==> src/rtl/decode_stage.sv <==
// decode_stage: IF/ID capture, MIPS-subset decode (LW SW J JR BNE XORI ADD SUB SLT),
// load-use hazard detection and ID/EX register feeding execute.
// Optional feature macro: DECODE_ILLEGAL_TRAP_EN enables the sticky Illegal flag.
module decode_stage (
  input  logic        clk,
  input  logic        reset,
  input  logic [31:0] Instr,
  input  logic        Flush,
  input  logic        ExMemRead,
  input  logic [4:0]  ExRt,
  output logic        Stall,
  output logic        Valid,
  output logic        RegWrite,
  output logic        MemRead,
  output logic        MemWrite,
  output logic        MemToReg,
  output logic        RegDst,
  output logic        ALUSrc,
  output logic        ZeroExt,
  output logic        Branch,
  output logic        Jump,
  output logic        JR,
  output logic [2:0]  ALUCtrl,
  output logic [4:0]  Rs,
  output logic [4:0]  Rt,
  output logic [4:0]  Rd,
  output logic [15:0] Imm16,
  output logic [25:0] TargetInstr,
  output logic        Illegal
);

  localparam logic [5:0] OP_RTYPE = 6'h00;
  localparam logic [5:0] OP_J     = 6'h02;
  localparam logic [5:0] OP_BNE   = 6'h05;
  localparam logic [5:0] OP_XORI  = 6'h0E;
  localparam logic [5:0] OP_LW    = 6'h23;
  localparam logic [5:0] OP_SW    = 6'h2B;
  localparam logic [5:0] FN_JR    = 6'h08;
  localparam logic [5:0] FN_ADD   = 6'h20;
  localparam logic [5:0] FN_SUB   = 6'h22;
  localparam logic [5:0] FN_SLT   = 6'h2A;

  localparam logic [2:0] ALU_ADD = 3'b000;
  localparam logic [2:0] ALU_SUB = 3'b001;
  localparam logic [2:0] ALU_SLT = 3'b010;
  localparam logic [2:0] ALU_XOR = 3'b011;

  typedef struct packed {
    logic        valid;
    logic        reg_write;
    logic        mem_read;
    logic        mem_write;
    logic        mem_to_reg;
    logic        reg_dst;
    logic        alu_src;
    logic        zero_ext;
    logic        branch;
    logic        jump;
    logic        jr;
    logic [2:0]  alu_ctrl;
    logic [4:0]  rs;
    logic [4:0]  rt;
    logic [4:0]  rd;
    logic [15:0] imm16;
    logic [25:0] target;
  } idex_t;

  logic [31:0] ifid_instr_q, ifid_instr_d;
  logic        ifid_valid_q, ifid_valid_d;
  idex_t       idex_q, idex_d;
  idex_t       dec;
  logic        rs_used, rt_used;
  logic        issue;

  logic [5:0] opcode, funct;
  assign opcode = ifid_instr_q[31:26];
  assign funct  = ifid_instr_q[5:0];

  // Decode the IF/ID instruction; unknown encodings (and 32'h0) fall through as a NOP.
  always_comb begin
    dec        = '0;
    dec.valid  = 1'b1;
    dec.rs     = ifid_instr_q[25:21];
    dec.rt     = ifid_instr_q[20:16];
    dec.rd     = ifid_instr_q[15:11];
    dec.imm16  = ifid_instr_q[15:0];
    dec.target = ifid_instr_q[25:0];
    rs_used    = 1'b0;
    rt_used    = 1'b0;
    case (opcode)
      OP_RTYPE: begin
        case (funct)
          FN_ADD: begin
            dec.reg_write = 1'b1; dec.reg_dst = 1'b1; dec.alu_ctrl = ALU_ADD;
            rs_used = 1'b1; rt_used = 1'b1;
          end
          FN_SUB: begin
            dec.reg_write = 1'b1; dec.reg_dst = 1'b1; dec.alu_ctrl = ALU_SUB;
            rs_used = 1'b1; rt_used = 1'b1;
          end
          FN_SLT: begin
            dec.reg_write = 1'b1; dec.reg_dst = 1'b1; dec.alu_ctrl = ALU_SLT;
            rs_used = 1'b1; rt_used = 1'b1;
          end
          FN_JR: begin
            dec.jr = 1'b1; dec.jump = 1'b1;
            rs_used = 1'b1;
          end
          default: ;
        endcase
      end
      OP_LW: begin
        dec.reg_write = 1'b1; dec.mem_read = 1'b1; dec.mem_to_reg = 1'b1;
        dec.alu_src = 1'b1; dec.alu_ctrl = ALU_ADD;
        rs_used = 1'b1;
      end
      OP_SW: begin
        dec.mem_write = 1'b1; dec.alu_src = 1'b1; dec.alu_ctrl = ALU_ADD;
        rs_used = 1'b1; rt_used = 1'b1;
      end
      OP_J: begin
        dec.jump = 1'b1;
      end
      OP_BNE: begin
        dec.branch = 1'b1; dec.alu_ctrl = ALU_SUB;
        rs_used = 1'b1; rt_used = 1'b1;
      end
      OP_XORI: begin
        dec.reg_write = 1'b1; dec.alu_src = 1'b1; dec.zero_ext = 1'b1;
        dec.alu_ctrl = ALU_XOR;
        rs_used = 1'b1;
      end
      default: ;
    endcase
  end

  // Load-use hazard: the LW in execute writes a register the IF/ID instruction reads.
  always_comb begin
    Stall = ifid_valid_q & ExMemRead & (ExRt != 5'd0) & ~Flush &
            ((rs_used & (ExRt == dec.rs)) | (rt_used & (ExRt == dec.rt)));
  end

  assign issue = ifid_valid_q & ~Flush & ~Stall;

  // Next-state for IF/ID and ID/EX: Flush clears both, Stall holds IF/ID and bubbles ID/EX.
  always_comb begin
    ifid_instr_d = ifid_instr_q;
    ifid_valid_d = ifid_valid_q;
    idex_d       = '0;
    if (Flush) begin
      ifid_valid_d = 1'b0;
    end else if (!Stall) begin
      ifid_instr_d = Instr;
      ifid_valid_d = 1'b1;
      if (ifid_valid_q) idex_d = dec;
    end
  end

  // Pipeline registers; reset empties both stages.
  always_ff @(posedge clk) begin
    if (reset) begin
      ifid_instr_q <= '0;
      ifid_valid_q <= 1'b0;
      idex_q       <= '0;
    end else begin
      ifid_instr_q <= ifid_instr_d;
      ifid_valid_q <= ifid_valid_d;
      idex_q       <= idex_d;
    end
  end

`ifdef DECODE_ILLEGAL_TRAP_EN
  logic dec_illegal;
  logic illegal_q, illegal_d;

  // Flag any encoding outside the supported set, except the all-zero NOP.
  always_comb begin
    dec_illegal = 1'b1;
    if (ifid_instr_q == 32'h0) begin
      dec_illegal = 1'b0;
    end else begin
      case (opcode)
        OP_RTYPE: dec_illegal = !(funct inside {FN_ADD, FN_SUB, FN_SLT, FN_JR});
        OP_J, OP_BNE, OP_XORI, OP_LW, OP_SW: dec_illegal = 1'b0;
        default: dec_illegal = 1'b1;
      endcase
    end
    illegal_d = illegal_q | (issue & dec_illegal);
  end

  // Sticky illegal flag, cleared only by reset.
  always_ff @(posedge clk) begin
    if (reset) illegal_q <= 1'b0;
    else       illegal_q <= illegal_d;
  end

  assign Illegal = illegal_q;
`else
  assign Illegal = 1'b0;
`endif

  assign Valid       = idex_q.valid;
  assign RegWrite    = idex_q.reg_write;
  assign MemRead     = idex_q.mem_read;
  assign MemWrite    = idex_q.mem_write;
  assign MemToReg    = idex_q.mem_to_reg;
  assign RegDst      = idex_q.reg_dst;
  assign ALUSrc      = idex_q.alu_src;
  assign ZeroExt     = idex_q.zero_ext;
  assign Branch      = idex_q.branch;
  assign Jump        = idex_q.jump;
  assign JR          = idex_q.jr;
  assign ALUCtrl     = idex_q.alu_ctrl;
  assign Rs          = idex_q.rs;
  assign Rt          = idex_q.rt;
  assign Rd          = idex_q.rd;
  assign Imm16       = idex_q.imm16;
  assign TargetInstr = idex_q.target;

endmodule

==> config.mk <==
export PLATFORM = sky130hd
export DESIGN_NAME = decode_stage
export DESIGN_NICKNAME = d
export VERILOG_FILES = /design/src/rtl/decode_stage.sv
export SDC_FILE = /design/constraint.sdc
export NUM_CORES = 1
export LEC_CHECK = 0
export ABC_AREA = 1
export BUFFER_PORTS_ARGS = -buffer_cell sky130_fd_sc_hd__buf_2
export CAP_MARGIN = 10
export CORE_MARGIN = 4
export CORE_UTILIZATION = 32
export DETAILED_ROUTE_END_ITERATION = 6
export MAX_ROUTING_LAYER = met4
export PLACE_DENSITY = 0.66
export SYNTH_ARGS = -nofsm -noshare
export SYNTH_HDL_FRONTEND = slang
export SYNTH_SLANG_ARGS = --single-unit
==> constraint.sdc <==
create_clock -name clk -period 2 [get_ports clk]
set_input_delay 0.2 -clock clk [delete_from_list [all_inputs] [get_ports clk]]
set_output_delay 0.2 -clock clk [all_outputs]
set_load 0.02 [all_outputs]
# Yosys cells after proc, flatten, opt, wreduce, memory -nomap -nowiden
# Cells that the tools add are included.
# totals
register_bits	103
input_bits	41
out_inout_bits	73
word_cells	70
# op_classes
n_eq_ne	11
muxes	17
bitwise_logic	11
n_reduce_logical	13
# op_table
op	count
$mux W71	1
$eq A6 B6 Y1 const B	5
$eq A6 B4 Y1 const B	2
$reduce_or A4 Y1	3
$eq A5 B5 Y1	2
$mux W1	9
$pmux W3 S3	1
$reduce_or A3 Y1	3
$pmux W1 S2	4
$and A1 B1 Y1	6
$eq A6 B2 Y1 const B	1
$eq A6 B3 Y1 const B	1
$logic_not A6 Y1	1
$reduce_or A2 Y1	3
$reduce_bool A5 Y1	1
$reduce_or A5 Y1	1
$not A1 Y1	4
$pmux W2 S2	1
$mux W2	1
$reduce_and A2 Y1	1
$or A1 B1 Y1	1

# Depth between registers and ports, before layout
# depth
depth_word	9
ltp_mapped	14
mapped_depth_nobuf	13

# Least setup slack after synthesis
# OpenSTA, ideal clock, no wires.
# synth_timing
path_kind	reg-to-reg
start	register ifid_instr_q[26]
end	register ifid_instr_q[10]
setup_time_ns	0.115
arrival_ns	1.470
required_ns	1.885
setup_slack_ns	0.415
stages_incl_launch_ff	12
n_path_buf	2
synth_period_minus_slack_ns	1.585
path_cell_list	dfxtp_1 -> or2_4 -> nor2_8 -> nand2_2 -> nand2_1 -> nand2_1 -> nand2_1 -> nand2_2 -> buf_6 -> buf_6 -> a21oi_1 -> nor2_1
# synth_via
elab_chain_cells	8
elab_cells_between_ends	15
cone_classes	eq/ne (4); mux (2); bitwise (5); reduce/logical (4)
# synth_lines
item	line_no	text
start, declared	68	logic [31:0] ifid_instr_q, ifid_instr_d;
start signal, assigned	166	ifid_instr_q <= ifid_instr_d;
$eq A6 B4 Y1 (tied with other cells)	90	case (opcode)
$reduce_or A4 Y1 (no source line) or $reduce_or A2 Y1 (tied branches)	n/a	
$pmux W1 S2	90	
$and A1 B1 Y1	140	((rs_used & (ExRt == dec.rs)) | (rt_used & (ExRt == dec.rt)));
$or A1 B1 Y1 (*)	140	
$and A1 B1 Y1 (*)	139	Stall = ifid_valid_q & ExMemRead & (ExRt != 5'd0) & ~Flush &
$not A1 Y1 (no source line) (*)	n/a	
$reduce_and A2 Y1 (no source line) (*)	n/a	
# Every way passes the cells marked *; elsewhere a longest branch is shown, timed or not.
# A chain may end at the register's enable or synchronous reset.

# Final worst setup path
# layout_timing
start	register ifid_instr_q[29]
end	output port Stall
# layout_via
elab_chain_cells	6
elab_cells_between_ends	13
cone_classes	eq/ne (4); mux (2); bitwise (4); reduce/logical (3)
# layout_lines
item	line_no	text
$eq A6 B4 Y1 (tied with other cells)	90	
$reduce_or A4 Y1 (no source line) or $reduce_or A2 Y1 (tied branches)	n/a	
$pmux W1 S2	90	
$and A1 B1 Y1	140	
$or A1 B1 Y1 (*)	140	
$and A1 B1 Y1 (*)	139	
end, declared	11	output logic Stall,
# Marked as above.

==> out/metrics.yaml <==
status: "finished, final reports clean"
portBuffers: 111
antenna_found_initial: 0
grt_pass1_wl_microns: 12000
yosys.area_share.adder: 0
fin_crit_ns: 1.93
max_freq_mhz: 519
clock_power_share: 0.376
cts_hold_buf: 0
place_hpwl_microns: 5240
grt.total_usage: 0.130
synth_area_sq_mm: 0.00329
cts_buffer_depth: 2
worstMarginPinSlew_ns: 0.744
synth-simple-area-share: 0.276
wl_met3_microns: 545
synth_top_family_by_area: "simple AND/OR/NAND/NOR gates"
fin_area_sq_mm: 0.00399
p_seq_frac: 0.510
routed_wirelength_microns: 7700
wl_met1_microns: 3430
n_antenna_cell: 0
place_congestion: 0.871
htree_levels: 3
synthXorXnorAreaFrac: 0.0239
cts_buffers: 9
cp-start-kind: "flop"
die_area_sq_mm: 0.0120
p_leak_nw: 2.18
setup_violations: 0
vias: 2775
ys_ff_latch: 71
critPathMaxFanout: 5
finalClockSkew_ns: 0.0123
viasPerCell: 4.23
die_w_microns: 109
dpl_cell_area_sq_mm: 0.00369
combPwrFrac: 0.114
synthMuxAreaShare: 0
start_util: 0.332
cp_data_required_time_ns: 1.80
cp.arrival_ns: 1.73
cts.clk_slew.worst_paths_ns: 0.07
postSynthAreaPerCell_sq_um: 7.50
cts_root_buffer: "clkbuf_8"
clock_latency_ns: 0.34
r2r_slack_ns: 0.17
ant_nets: 0
wl_met2_microns: 3660
seq_area_frac_synth: 0.432
whs_ns: 0.0354
sw_frac_of_total: 0.254
power.density_mw_per_mm2: 744
tritoncts: "done"
ys_warn_count: 0
first_pass_iters: 5
top_layer: "met4"
fp-row-count: 36
max_cap_viol_count: 0
max-vdd-ir-drop_uv: 306
yosysUniqueCellTypes: 24
power.switching_mw: 0.753
routedWlPerCell_microns: 11.7
first_iter_violations: 118
maxSlewHeadroom: 0.504
numClockSinks: 71
synth_top_area_share: 0.432
end_kind: "primary output"
nets: 559
grt_max_degree: 66
area_growth_pct: 21.3
ys_top_cells_by_area: "dfxtp_1 43%, nor2_1 9.1%, inv_1 8.8%"
die_height_microns: 109
drc: 0
min_path_type: "in2reg"
drive_above_1_share: 0.337
coreArea_sq_mm: 0.00991
finalHoldViolations: 0
io_pins: 114
overflow: 0
yosysTopAreaCell: "dfxtp_1"
critical_path_class: "reg2out"
internal_power_mw: 2.22
syn-instance-count: 439
fin_crit_sh: 0.963
finalMaxSlewViolations: 0
grt_pass1_vias: 2550
synth_compound_area_frac: 0.0620
==> critical path, cell delays in order (launching register included) <==
cell	delay (ns)
dfxtp_2	0.35
inv_1	0.16
nand3_4	0.12
nor2_8	0.14
nand2_2	0.08
nand2_1	0.09
o21ai_0	0.11
a21oi_2	0.19
buf_6	0.14
==> stage by stage <==
stage,std cells,util,power [mW],setup TNS [ns],worst slack [ns]
after floorplan,440,-,1.77,0,0.415
after global placement,635,0.373,1.85,0,0.291
after detailed placement,635,0.373,1.87,0,0.208
after CTS,653,0.395,3.00,0,0.00369
after global routing,656,0.403,3.13,-0.0225,-0.0225
final,656,0.403,2.97,0,0.0745
==> synth_stat cells (all sizes together) <==
cell type and instances:
nand3 41, nand2 55, buf 52, o21ai 2
nor2 82, or2 1, inv 77, clkbuf 2
a21oi 37, nand3b 1, nand4 3, nor3b 1
conb 1, a41oi 1, nor3 3, dfxtp 71
xnor2 9
==> logic make-up after synthesis <==
logic type             Yosys count
AND/OR/NAND/NOR                187
buffers and inverters          131
flip-flops                      71
AO/OA/AOI/OAI                   40
XOR/XNOR                         9
other                            1
==> path summary, 6_finish.rpt <==
kind | from | end | cells after the start
hold reg to reg | ifid_instr_q[14]$_SDFFE_PP0P_ | Rd[3]$_SDFF_PP0_ | 2
setup / recovery | ifid_instr_q[29]$_SDFFE_PP0P_ | Stall | 8
hold / removal | reset | ifid_valid_q$_SDFFE_PP0N_ | 2
setup reg to reg | ifid_instr_q[29]$_SDFFE_PP0P_ | Imm16[5]$_SDFF_PP0_ | 12
==> sequential cells by signal (all words and copies together) (netlist names), 2 cells and up <==
register	count
ifid_instr_q	32
Imm16	11
Rs	5
Rd	4
Rt	4
ALUCtrl	2
TargetInstr	2
==> repair_timing <==
item	4_1_cts	5_1_grt
gates resized for setup	5	14
pin swaps	4	5
cloned	0	1
buffers inserted	2	2
endpoints found under the setup margin	1	27
==> power by group through the flow <==
stage                     Clock [mW]  Sequential [mW]  Combinational, mW
final                           1.12             1.51              0.339
after CTS                       1.16             1.51              0.331
after global placement             0             1.54              0.314
after global routing            1.23             1.52              0.385
after detailed placement           0             1.54              0.323
after floorplan                    0             1.54              0.234
==> metal layers <==
layer,up-vias,track usage
li1,1446,-
met1,1228,0.160
met2,95,0.207
met3,6,0.0270
met4,0,0.0525
met5,-,-
==> cell type report <==
cell class,count,area (sq um)
flip-flops and latches,71,1430
repair buffers,121,679
fillers,1047,5920
clock inverters,4,45.0
multi-input cells,238,1240
clock buffers,12,145
inverters,77,289
well taps,133,166
==> placed cells by master, fill, tap and decap left out, types with 5 or more instances in the layout <==
master / n
buf_2: 110
nor2_1: 77
dfxtp_1: 66
nand3_2: 22
a21oi_1: 35
buf_4: 7
inv_1: 75
clkbuf_8: 10
nand3_1: 18
xnor2_1: 9
dfxtp_2: 5
nand2_1: 52
Power figures use the tool's default switching activity.
